`src/rtl/mips_pkg.sv`:
```
// Shared definitions for the MIPS-like decode/execute slice: opcode
// enumeration, instruction field positions, datapath widths and the
// immediate sign-extension helper.
// Optional feature macro: ALU_MUL_EN (opcode 13 becomes an unsigned multiply).
package mips_pkg;

    localparam int PC_W   = 6;
    localparam int DATA_W = 32;

    // Instruction field positions within the 32-bit word
    localparam int OP_HI    = 31;
    localparam int OP_LO    = 28;
    localparam int ISEL_BIT = 27;
    localparam int RD_HI    = 26;
    localparam int RD_LO    = 21;
    localparam int RS_HI    = 20;
    localparam int RS_LO    = 15;
    localparam int RT_HI    = 14;
    localparam int RT_LO    = 9;
    localparam int IMM_HI   = 14;
    localparam int IMM_LO   = 0;
    localparam int IMM_W    = IMM_HI - IMM_LO + 1;
    localparam int REG_W    = RD_HI - RD_LO + 1;

    // Opcode 13 is MUL only when ALU_MUL_EN is defined; otherwise it is a NOP.
    typedef enum logic [3:0] {
        OP_ADD   = 4'd0,
        OP_SUB   = 4'd1,
        OP_AND   = 4'd2,
        OP_OR    = 4'd3,
        OP_XOR   = 4'd4,
        OP_NOR   = 4'd5,
        OP_SLL   = 4'd6,
        OP_SRL   = 4'd7,
        OP_SRA   = 4'd8,
        OP_SLT   = 4'd9,
        OP_SLTU  = 4'd10,
        OP_PASSB = 4'd11,
        OP_CMP   = 4'd12,
        OP_MUL   = 4'd13,
        OP_NOP   = 4'd14,
        OP_NOP15 = 4'd15
    } op_t;

    // Replicate bit 14 of the immediate up to the datapath width
    function automatic logic [DATA_W-1:0] sext_imm(input logic [IMM_W-1:0] imm);
        return {{(DATA_W-IMM_W){imm[IMM_W-1]}}, imm};
    endfunction

endpackage

```
`src/rtl/alu_core.sv`:
```
// Purely combinational ALU: opcode, operand A and operand B in, result and
// Overflow/Equal/Carry flags out. Unused opcodes drive zero.
// Optional feature macro: ALU_MUL_EN (opcode 13 = low half of unsigned A*B).
module alu_core #(
    parameter int DATA_W = mips_pkg::DATA_W
) (
    input  logic [3:0]        op,
    input  logic [DATA_W-1:0] a,
    input  logic [DATA_W-1:0] b,
    output logic [DATA_W-1:0] result,
    output logic              overflow,
    output logic              equal,
    output logic              carry
);
    import mips_pkg::*;

    localparam int SH_W = $clog2(DATA_W);
    localparam int MSB  = DATA_W - 1;

    op_t                      op_e;
    logic signed [DATA_W-1:0] a_s;
    logic signed [DATA_W-1:0] b_s;
    logic        [DATA_W:0]   sum;
    logic        [DATA_W:0]   diff;
    logic        [SH_W-1:0]   shamt;
    logic                     add_ovf;
    logic                     sub_ovf;

    assign op_e  = op_t'(op);
    assign a_s   = $signed(a);
    assign b_s   = $signed(b);
    assign shamt = b[SH_W-1:0];

    // One-bit-wider add/subtract so bit DATA_W carries the carry-out / borrow
    assign sum  = {1'b0, a} + {1'b0, b};
    assign diff = {1'b0, a} - {1'b0, b};

    // Signed overflow: same-sign add changing sign, or opposite-sign
    // subtract whose result sign departs from A
    assign add_ovf = (a[MSB] == b[MSB]) && (sum[MSB]  != a[MSB]);
    assign sub_ovf = (a[MSB] != b[MSB]) && (diff[MSB] != a[MSB]);

    // Equality is reported for every opcode on the final operands
    assign equal = (a == b);

    // Result and arithmetic flags selected by opcode
    always_comb begin
        result   = '0;
        overflow = 1'b0;
        carry    = 1'b0;
        case (op_e)
            OP_ADD: begin
                result   = sum[DATA_W-1:0];
                carry    = sum[DATA_W];
                overflow = add_ovf;
            end
            OP_SUB: begin
                result   = diff[DATA_W-1:0];
                carry    = ~diff[DATA_W];
                overflow = sub_ovf;
            end
            OP_CMP: begin
                // Flags only; the difference is discarded
                carry    = ~diff[DATA_W];
                overflow = sub_ovf;
            end
            OP_AND:   result = a & b;
            OP_OR:    result = a | b;
            OP_XOR:   result = a ^ b;
            OP_NOR:   result = ~(a | b);
            OP_SLL:   result = a << shamt;
            OP_SRL:   result = a >> shamt;
            OP_SRA:   result = $unsigned(a_s >>> shamt);
            OP_SLT:   result = {{(DATA_W-1){1'b0}}, (a_s < b_s)};
            OP_SLTU:  result = {{(DATA_W-1){1'b0}}, (a < b)};
            OP_PASSB: result = b;
`ifdef ALU_MUL_EN
            OP_MUL:   result = a * b;
`endif
            default:  result = '0;
        endcase
    end

endmodule

```
`src/rtl/mips_decode_exec.sv`:
```
// Decode-and-execute slice of the single-cycle MIPS-like core. Holds the
// instruction counter, splits the instruction word into register addresses
// and ALU control, muxes the sign-extended immediate onto operand B and
// instantiates the ALU. Everything except pc is combinational.
// Optional feature macro: ALU_MUL_EN (opcode 13 = MUL with write-back).
module mips_decode_exec #(
    parameter int PC_W   = mips_pkg::PC_W,
    parameter int DATA_W = mips_pkg::DATA_W
) (
    input  logic              clk,
    input  logic              rst_n,
    input  logic [31:0]       instruction,
    input  logic [DATA_W-1:0] rd1,
    input  logic [DATA_W-1:0] rd2,
    output logic [PC_W-1:0]   pc,
    output logic [5:0]        rs,
    output logic [5:0]        rt,
    output logic [5:0]        rd,
    output logic              reg_we,
    output logic [DATA_W-1:0] alu_result,
    output logic              overflow,
    output logic              equal,
    output logic              carry
);
    import mips_pkg::*;

    op_t               op;
    logic              isel;
    logic [IMM_W-1:0]  imm;
    logic [DATA_W-1:0] opb;

    // Instruction counter: free-running, wraps modulo 2**PC_W
    always_ff @(posedge clk or negedge rst_n) begin
        if (!rst_n) begin
            pc <= '0;
        end else begin
            pc <= pc + PC_W'(1);
        end
    end

    assign op   = op_t'(instruction[OP_HI:OP_LO]);
    assign isel = instruction[ISEL_BIT];
    assign rd   = instruction[RD_HI:RD_LO];
    assign rs   = instruction[RS_HI:RS_LO];
    assign rt   = instruction[RT_HI:RT_LO];
    assign imm  = instruction[IMM_HI:IMM_LO];

    // rt is always decoded; isel only decides whether rd2 or the immediate feeds B
    assign opb = isel ? DATA_W'(sext_imm(imm)) : rd2;

    // Write enable for every opcode that produces a write-back value;
    // r0 handling is left to the register file
    always_comb begin
        reg_we = 1'b0;
        case (op)
            OP_ADD, OP_SUB, OP_AND, OP_OR, OP_XOR, OP_NOR,
            OP_SLL, OP_SRL, OP_SRA, OP_SLT, OP_SLTU, OP_PASSB: reg_we = 1'b1;
`ifdef ALU_MUL_EN
            OP_MUL: reg_we = 1'b1;
`endif
            default: reg_we = 1'b0;
        endcase
    end

    alu_core #(
        .DATA_W (DATA_W)
    ) u_alu (
        .op       (instruction[OP_HI:OP_LO]),
        .a        (rd1),
        .b        (opb),
        .result   (alu_result),
        .overflow (overflow),
        .equal    (equal),
        .carry    (carry)
    );

endmodule

```
`config.mk`:
```
export PLATFORM = sky130hd
export DESIGN_NAME = mips_decode_exec
export DESIGN_NICKNAME = d
export VERILOG_FILES = /design/src/rtl/mips_pkg.sv /design/src/rtl/alu_core.sv /design/src/rtl/mips_decode_exec.sv
export SDC_FILE = /design/constraint.sdc
export NUM_CORES = 1
export LEC_CHECK = 0
export BUFFER_PORTS_ARGS = -buffer_cell sky130_fd_sc_hd__buf_2
export CAP_MARGIN = 20
export CORE_MARGIN = 3
export CORE_UTILIZATION = 44
export CTS_BUF_LIST = sky130_fd_sc_hd__clkbuf_16
export DETAILED_ROUTE_END_ITERATION = 7
export GPL_ROUTABILITY_DRIVEN = 0
export PLACE_DENSITY = 0.71
export SKIP_CTS_REPAIR_TIMING = 1
export SYNTH_ARGS = -nofsm -noshare
export SYNTH_HDL_FRONTEND = slang
export SYNTH_SLANG_ARGS = --single-unit
```
`constraint.sdc`:
```
create_clock -name clk -period 15 [get_ports clk]
set_clock_uncertainty 0.1 [all_clocks]
set_input_delay 3 -clock clk [delete_from_list [all_inputs] [get_ports clk]]
set_output_delay 3 -clock clk [all_outputs]
set_load 0.1 [all_outputs]
```
Word level (Yosys, flattened, before mapping)
Memory sizes are Yosys's and may differ from the RTL's.
Cells that the tools add are included.
{"block": "totals", "memories": 1, "rom_bits": 16, "ff_bits": 6, "mem_bits_rw": 0, "latchBits": 0, "input_bits": 98, "wordCells": 40}
{"memory": "(name not given)", "depth": 16, "word_bits": 1, "rd": 1, "rd_ports_with_merged_regs": 0, "wr": 0, "line_no": "mips_decode_exec.sv:55", "text": "case (op)"}
{"block": "classes", "muxes": 4, "multipliers": 0, "order_cmp": 2, "eq_ne": 17, "bitwise_logic": 5, "n_shift": 3, "n_reduce_logical": 4, "n_div": 0, "add_sub_neg": 3}
{"op": "$pmux W32 S12", "count": 1}
{"op": "$lt A32 B32 Y1", "count": 2}
{"op": "$add A32 B32 Y33", "count": 1}
{"op": "$sub A32 B32 Y33", "count": 1}
{"op": "$and A32 B32 Y32", "count": 1}
{"op": "$eq A32 B32 Y1", "count": 1}
{"op": "$mux W32", "count": 1}
{"op": "$not A32 Y32", "count": 1}
{"op": "$or A32 B32 Y32", "count": 1}
{"op": "$shl A32 B5 Y32", "count": 1}
{"op": "$shr A32 B5 Y32", "count": 1}
{"op": "$sshr A32 B5 Y32", "count": 1}
{"op": "$xor A32 B32 Y32", "count": 1}
{"op": "$eq A4 B4 Y1 const B", "count": 5}
{"op": "$eq A4 B3 Y1 const B", "count": 4}
{"op": "$eq A4 B2 Y1 const B", "count": 2}
{"op": "$add A6 B1 Y6 const B", "count": 1}
{"op": "$eq A4 B1 Y1 const B", "count": 1}
{"op": "$logic_not A4 Y1", "count": 1}
{"op": "$pmux W1 S2", "count": 2}
{"op": "$ne A1 B1 Y1", "count": 3}
{"op": "$logic_and A1 B1 Y1", "count": 2}
{"op": "$reduce_or A2 Y1", "count": 1}
{"op": "$eq A1 B1 Y1", "count": 1}
{"op": "$not A1 Y1", "count": 1}

Depth between registers and ports, before layout
Gate-level depths: netlist (run 1).
{"block": "depth", "ltp_word": 5, "mapped_depth": 19, "depth_no_buf": 14}

Cells and area by module
A second synthesis (run 1) with hierarchy kept.
{"block": "hier_totals", "cells_unflattened": 1533, "hier_area_um2": 10575.1}
{"mod": "alu_core", "instances": 1, "seq_area_each_um2": 0.0, "area_per_inst_um2": 9800.6, "cells_per_inst": 1443}
{"mod": "mips_decode_exec", "instances": 1, "seq_area_each_um2": 150.1, "area_per_inst_um2": 774.5, "cells_per_inst": 90}

Worst setup path before layout (run 1)
OpenSTA, ideal clock, no wires.
{"block": "synth_timing", "path_type": "input port to output port", "startpoint": "in instruction[27]", "endpoint": "out overflow", "arrival_ps": 9839, "path_stages": 14, "path_slack_ps": 2061, "required_time_ps": 11900, "path_cell_list": "buf_6 -> mux2i_1 -> clkbuf_1 -> buf_1 -> clkbuf_1 -> ha_1 -> and3_1 -> o2bb2ai_1 -> a211oi_1 -> nor4_1 -> o31a_1 -> a211oi_1 -> xnor2_1 -> o311ai_0"}
{"block": "synth_between", "elab_chain_cells": 5}
{"item": "start, declared", "line_no": "mips_decode_exec.sv:12", "text": "input logic [31:0] instruction,"}
{"item": "$mux W32 (*)", "line_no": "mips_decode_exec.sv:49", "text": "assign opb = isel ? DATA_W'(sext_imm(imm)) : rd2;"}
{"item": "$sub A32 B32 Y33 or $add A32 B32 Y33 (tied branches)", "line_no": "alu_core.sv:36, alu_core.sv:35"}
{"item": "$ne A1 B1 Y1, on equally long branches", "line_no": "alu_core.sv:41, alu_core.sv:40"}
{"item": "$logic_and A1 B1 Y1, on equally long branches", "line_no": "alu_core.sv:41, alu_core.sv:40"}
{"item": "$pmux W1 S2 (*)", "line_no": "alu_core.sv:51", "text": "case (op_e)"}
{"item": "end, declared", "line_no": "mips_decode_exec.sv:21", "text": "output logic overflow,"}
Every way passes the cells marked *; elsewhere a longest branch is shown, timed or not.

Worst setup path after layout (run 1)
{"block": "layout_timing", "startpoint": "in instruction[27]", "endpoint": "out alu_result[30]"}
{"block": "layout_between", "elab_chain_cells": 4}
{"item": "$mux W32 (*)", "line_no": "mips_decode_exec.sv:49"}
{"item": "branches (longest 2 deep; another with $sub A32 B32 Y33)"}
{"item": "$pmux W32 S12 (*)", "line_no": "alu_core.sv:51"}
{"item": "end, declared", "line_no": "mips_decode_exec.sv:20", "text": "output logic [DATA_W-1:0] alu_result,"}
Every way passes the cells marked *.

==> results by group, run 1 <==
Run status
  – Status: finished, violations left
  – Failing checks: design-rule violations

Timing
  – Max Fclk: 85.26 MHz
  – Max Slew Vio Count: 0
  – Tmin final: 11730 ps
  – Final setup violation count: 0
  – Final Hold Vio Count: 0
  – Final period utilization: roughly four fifths
  – Worst slew margin: about a third
  – Fin Setup TNS: 0 ps
  – Worst-Margin Slew: about 990 ps
  – RSZ-0062 raised after global routing: false

Final layout
  – Largest regs: pc x6
  – Multi-input gate area: between 0.009 and 0.01 mm²
  – Antenna cells: 0
  – FILL cells: 2415
  – Fin util: 48.11%
  – Nets@finish: about 1700
  – Register with the most flip-flops: pc
  – Final instance area: 0.01096 mm²
  – Synthesis-to-layout area growth: 6.922%
  – Largest register FFs: 6
  – Storage element area: roughly 150 µm²
  – Layout cells sized above 1: 14.42%

Min path
  – HP Class: flop to flop
  – Hold path start: pc[0]$_DFF_PN0_
  – Hold Path Depth: 1
  – Hold Path End: pc[0]$_DFF_PN0_

Critical path
  – CP Data Arrival Time: 8630 ps
  – Crit end category: primary output
  – Startpoint class of the critical path: input port
  – End of the worst register-to-register path: pc[4]$_DFF_PN0_
  – Worst reg2reg startpoint: pc[0]$_DFF_PN0_
  – CP required: between 10000 and 15000 ps
  – Crit Path Class: input port to primary output
  – CP Max Fanout: 52
  – Worst reg-to-reg path cell count: 3
  – Reg-to-reg setup timing slack: 13950 ps

Floorplan
  – Cell row count: 55
  – Initial core utilization: 44.99%
  – Width of the die: 158.6 µm
  – Die area: 0.02516 mm²
  – Die height: 158.6 µm
  – Core Footprint: 0.02278 mm²
  – Io pins: 158

Yosys
  – Synth cell types: 81
  – Largest area contributor in the netlist: ha_1
  – Post-synthesis cell area: 0.01025 mm²
  – Ys Warns: 0
  – Sequential element share of the synthesized area: ~1.5%
  – Syn avg cell area: slightly below 7 µm²
  – Post-synth ARST share: 100.0%
  – Seq cells post-synth: 6
  – Net Count, Synth: between 1500 and 2000
  – Post-synth top cells: a21oi_1 (158), nor2_1 (147), nand2_1 (136)
  – Mapped Cells: 1519
  – Most common cell in the synthesized netlist: a21oi_1
  – Synth area leaders: ha_1 (13%), mux2i_1 (9.8%), a21oi_1 (7.7%)
  – Area share of the largest cell type after synthesis: approximately an eighth
  – Top FF cell, synth: dfrtp_1
  – Post-synth EDFFs: 0

Power and ir drop
  – Max VDD drop: 0.07094 mV
  – Static Leakage: 4.861 nW
  – Final Total Pwr: 0.0006843 W
  – Power Density: 62.44 mW/mm²

Clocking
  – H-tree depth: 1
  – CTS tree: done
  – Clock Pin Slew Worst Setup and Hold Paths: 30 ps
  – Max Buffers Root-to-Sink: 2
  – Clock sinks: 6
  – TritonCTS Buffers: 3
  – Root buffer cell: clkbuf_16
  – Clock Latency Late Sink: 220 ps

Flow run
  – Total of max-cap violations: 0

Global routing
  – First-pass GRT wire length: 66740 µm
  – Total gr overflow: 0
  – Largest net degree at the start of global routing: 63
  – Vias in the first global route: 11710
  – Antenna violations before repair: 2
  – GRT Util Overall: approximately 33%

Route
  – TritonRoute pass-1 iters: 8
  – DR vias/cell: 7.050
  – Total vias in the final route: 13060
  – Drt total wl: roughly 44000 µm
  – Number of routed nets with antenna violations: 0
  – Iteration-0 DRC Markers: ~2500
  – DRC violations left: 53
  – Routed len/inst: 23.79 µm

Placed design
  – Port Buffer Count: ~130
  – Dpl cell area: ~0.011 mm²
  – Detailed placement HPWL: 32760 µm
-- report_power, final --
group          internal (W)  switching (W)
Clock             0.0000342     0.00000846
Sequential        0.0000163              0
Combinational      0.000175       0.000450
-- metrics by stage --
| step | hold WS (ps) | std cells | setup WS (ps) |
|---|---|---|---|
| 2_1_floorplan | 822.1 | 1519 | 2061 |
| 3_3_place_gp | 354.7 | 1850 | 3503 |
| 3_5_place_dp | 365.5 | 1850 | 3357 |
| 4_1_cts | 402.5 | 1853 | 3343 |
| 5_1_grt | 411.6 | 1853 | 2899 |
| 6_report | 397.7 | 1853 | 3271 |
-- worst max-delay path, stage by stage --
cell and delay (ps):
buf_2 560, mux2i_4 320, buf_4 530, inv_4 440, ha_1 380, fa_1 450
a21o_1 190, a21oi_1 240, o31ai_1 170, nand4_1 160, a21oi_1 180, o41ai_1 900
a211oi_1 230, o211ai_1 260, o22a_1 160, buf_2 420
-- cell type report --
| type | count | share of cell area, % |
|---|---|---|
| multi-input combinational | 1274 | 83.32 |
| timing repair buffer | 153 | 7.445 |
| inverter | 104 | 3.608 |
| tap | 313 | 3.574 |
| sequential | 6 | 1.370 |
| clock buffer | 3 | 0.6851 |
-- cell families (layout without fill, tap and decap cells) --
kind of cell	count (synthesis)	in the layout	synth area share, %
buffers and inverters	239	260	9.950
adder cells (fa/ha/maj)	105	105	12.97
multiplexers	146	146	19.07
flip-flops	6	6	1.465
XOR/XNOR	12	12	1.026
AO/OA/AOI/OAI	557	557	35.42
AND/OR/NAND/NOR	454	454	20.11
-- routing by layer --
metal	vias to the layer above	GRT usage [%]	part of all wire, %
li1	5724	-	-
met1	6023	44.92	38
met2	1105	49.67	41
met3	207	9.704	15
met4	4	12.99	5.3
met5	-	0	0.061
-- how the worst max path moves through the flow --
stage                               start              to  slack (ps)  depth (start not counted)
after CTS                 instruction[27]  alu_result[30]        3340                         16
after detailed placement  instruction[27]  alu_result[30]        3360                         16
final                     instruction[27]  alu_result[30]        3270                         16
after global placement    instruction[27]  alu_result[30]        3500                         16
after global routing      instruction[27]  alu_result[30]        2900                         16
after floorplan           instruction[27]        overflow        2060                         14
-- cell usage in the layout (no fill, tap or decap), types with 15 or more instances in the layout --
cell type and count:
a211oi_1 28, a21o_1 26, a21oi_1 158, a221oi_1 16, a31oi_1 21, buf_2 133, buf_4 20, ha_1 103
inv_1 98, mux2i_1 98, mux4_2 33, nand2_1 136, nand3_1 44, nand4_1 18, nor2_1 147, nor3_1 35
o211ai_1 20, o21ai_0 114, o21bai_1 15, o22ai_1 22, o31ai_1 15
Note: power is estimated with default switching activity, not from simulation.
==> inputs of run 2 (changes only) <==
--- a/config.mk
+++ b/config.mk
@@ -5,6 +5,7 @@
 export SDC_FILE = /design/constraint.sdc
 export NUM_CORES = 1
 export LEC_CHECK = 0
+export ABC_AREA = 1
 export BUFFER_PORTS_ARGS = -buffer_cell sky130_fd_sc_hd__buf_2
 export CAP_MARGIN = 20
 export CORE_MARGIN = 3
==> constraint.sdc (replaced) <==
create_clock -name clk -period 12.15 [get_ports clk]
set_clock_uncertainty 0.1 [all_clocks]
set_input_delay 2.43 -clock clk [delete_from_list [all_inputs] [get_ports clk]]
set_output_delay 2.43 -clock clk [all_outputs]
set_load 0.1 [all_outputs]
==> run 2 against run 1 <==
The run still ends with design-rule violations left. Final area up 7.4%. Routed wire length grew 16%. Cell count grew 40%. Die area is 9.1% higher. Core utilization down 0.43 points. Critical path depth is 3 higher. Critical path type unchanged. Highest routed layer is now met4.
==> results by group, run 2 <==
Run status
  – Status: finished, violations left
  – Failing checks: design-rule violations

Floorplan
  – Core Footprint: 0.02468 mm² (+8.3%)
  – Initial core utilization: 45.46% (+0.47 points)
  – Cell row count: 57 (+3.6%)
  – Io pins: 158 (unchanged)
  – Width of the die: 165.7 µm (+4.5%)
  – Die height: 165.7 µm (+4.5%)
  – Die area: 0.02745 mm² (+9.1%)

Final layout
  – Final instance area: 0.01177 mm² (+7.4%)
  – Final Instance Count excl. Fillers: 2589 (+40%)
  – Nets@finish: 2470 (+42%)
  – Largest register FFs: 6 (unchanged)
  – Commonest non-fill, non-tap cells in the layout: nand2_1 (671), nand3_1 (461), inv_1 (255), nor2_1 (185), buf_2 (133)
  – Antenna cells: 0 (unchanged)
  – Fin util: 47.68% (-0.43 points)
  – Largest regs: pc x6
  – Register with the most flip-flops: pc
  – Layout cells sized above 1: 8.786% (-5.6 points)
  – Most common cell after layout, fill and taps aside: nand2_1
  – Synthesis-to-layout area growth: 4.874%
  – FILL cells: 2800 (+16%)
  – Storage element area: 150.1 µm² (unchanged)
  – Multi-input gate area: 0.009358 mm² (+2.5%)

Route
  – Routed len/inst: 19.83 µm (-17%)
  – Total vias in the final route: 16200 (+24%)
  – Drt total wl: 51340 µm (+16%)
  – TritonRoute pass-1 iters: 8 (unchanged)
  – DRC violations left: 21 (-60%)
  – DR vias/cell: 6.257 (-11%)
  – Number of routed nets with antenna violations: 0 (unchanged)
  – Iteration-0 DRC Markers: 3124 (+23%)

Power and ir drop
  – Internal power: 0.0002411 W (+6.8%)
  – Switching share of power: 71.15% (+4.1 points)
  – Comb power frac: 91.3% (about the same)
  – Static Leakage: 6.454 nW (+33%)
  – Power Density: 71.03 mW/mm² (+14%)
  – Max VDD drop: 0.07885 mV (+11%)
  – Sequential Power Share: 2.4% (about the same)
  – Power share of the clock group: 6.3% (about the same)
  – Switching power: 0.0005946 W (+30%)

Clocking
  – Clock Pin Slew Worst Setup and Hold Paths: 30 ps (about the same)
  – Clock Latency Late Sink: 230 ps (about the same)
  – H-tree depth: 1 (unchanged)
  – CTS tree: done
  – TritonCTS Buffers: 3 (unchanged)
  – Root buffer cell: clkbuf_16
  – Clock sinks: 6 (unchanged)
  – Max Buffers Root-to-Sink: 2 (unchanged)

Timing
  – Final period utilization: about four fifths
  – Final setup violation count: 0 (unchanged)
  – Tmin final: 9497 ps
  – Worst slew margin: 28.05% (-5.2 points)
  – RSZ-0062 raised after global routing: false
  – Max Slew Vio Count: 0 (unchanged)
  – Worst setup margin: 2653 ps (-618.0 ps)
  – Worst-Margin Slew: 1064 ps (+76.67 ps)
  – Final Hold Vio Count: 0 (unchanged)
  – Max Fclk: 105.3 MHz
  – Fin Setup TNS: 0 ps (unchanged)

Placed design
  – Dpl cell area: 0.01169 mm² (+7.4%)
  – Port Buffer Count: 133 (unchanged)
  – Detailed placement HPWL: 41240 µm (+26%)
  – DP Cell Count: 2586 (+40%)
  – DP Worst Slack: 2968 ps (-389.4 ps)

Yosys
  – Ys Warns: 0 (unchanged)
  – Largest area contributor in the netlist: nand2_1
  – Most common cell in the synthesized netlist: nand2_1
  – Post-synth EDFFs: 0 (unchanged)
  – Top FF cell, synth: dfrtp_1
  – Synth cell types: 56 (-31%)
  – Net Count, Synth: 2437 (+42%)
  – Post-synthesis cell area: 0.01122 mm² (+9.5%)
  – Mapped Cells: 2234 (+47%)
  – Post-synth top cells: nand2_1 (671), nand3_1 (461), inv_1 (255)
  – Seq cells post-synth: 6 (unchanged)
  – Synth area leaders: nand2_1 (22%), nand3_1 (21%), ha_1 (11%)
  – Sequential element share of the synthesized area: 1.338% (-0.13 points)
  – Syn avg cell area: 5.022 µm² (-26%)
  – Post-synth ARST share: 100.0% (unchanged)
  – Area share of the largest cell type after synthesis: 22.45% (+9.9 points)

Min path
  – HP Class: flop to flop
  – Hold Path Depth: 1 (unchanged)

Critical path
  – CP Max Fanout: 45 (-13%)
  – Startpoint class of the critical path: input port
  – Worst reg-to-reg path cell count: 3 (unchanged)
  – CP Data Arrival Time: 6970 ps (-1660 ps)
  – CP required: 9620 ps (-2280 ps)
  – Crit end category: primary output
  – Crit Path Class: input port to primary output

Global routing
  – Antenna violations before repair: 2 (unchanged)
  – Vias in the first global route: 14020 (+20%)
  – Largest net degree at the start of global routing: 67 (+6.3%)
  – GRT Util Overall: 34.38% (+1.2 points)
  – Total gr overflow: 0 (unchanged)
  – First-pass GRT wire length: 77480 µm (+16%)

Flow run
  – Total of max-cap violations: 0 (unchanged)
-- run 2: kinds of logic after synthesis --
family / share of synthesized area, %
AOI/OAI and AO/OA: 15.38
xor gates and xnor gates: 0.3123
adders and majority gates: 11.84
buffers and inverters: 15.38
DFF: 1.338
and+or+nand+nor: 55.74
-- run 2: final timing paths --
path / from / end / slack, ps
setup / recovery: instruction[27] / alu_result[20] / 2650
hold / removal: pc[5]$_DFF_PN0_ / pc[5]$_DFF_PN0_ / 370
setup reg to reg: pc[2]$_DFF_PN0_ / pc[5]$_DFF_PN0_ / 11080
hold reg to reg: pc[5]$_DFF_PN0_ / pc[5]$_DFF_PN0_ / 370
max in group asynchronous: rst_n / pc[0]$_DFF_PN0_ / 9890
min in group asynchronous: rst_n / pc[3]$_DFF_PN0_ / 1920
-- run 2: power by group through the flow --
stage / Clock [W] / Combinational [W] / Sequential, W
global route: 0.0000546 / 0.000808 / 0.0000201
global placement: 0 / 0.000717 / 0.0000203
CTS: 0.0000534 / 0.000726 / 0.0000201
detailed placement: 0 / 0.000724 / 0.0000203
floorplan: 0 / 0.000567 / 0.0000204
finish: 0.0000530 / 0.000763 / 0.0000201
-- run 2: per-stage QoR --
stage	total power, W	hold slack [ps]
2_1_floorplan	0.0005873	812.6
3_3_place_gp	0.0007371	355.4
3_5_place_dp	0.0007440	356.8
4_1_cts	0.0008000	372.7
5_1_grt	0.0008828	392.8
6_report	0.0008357	369.2
-- run 2: metal layers --
| layer | part of all wire [%] | global-route usage (%) |
|---|---|---|
| met5 | 0 | 0 |
| met4 | 7.6 | 19.42 |
| met3 | 17 | 8.794 |
| met2 | 37 | 47.19 |
| met1 | 39 | 48.33 |
-- run 2: final cells by class --
class | instances | area share (%)
inverter | 272 | 8.742
clock buffer | 3 | 0.6381
timing repair buffer | 144 | 6.360
multi-input combinational | 1840 | 79.54
sequential | 6 | 1.276
tap | 324 | 3.446
-- run 2: worst max-delay path, stage by stage --
cell,delay (ps)
buf_2,520
nand2_1,190
o21ai_4,80
buf_4,310
buf_4,490
ha_1,390
inv_1,150
nand2_1,90
nand2_1,140
and2_1,260
nand2_1,100
nand3_1,210
nand2_1,130
nand3_1,100
nand2_1,50
o21ai_0,530
nor2_1,140
nand2_1,170
buf_2,450
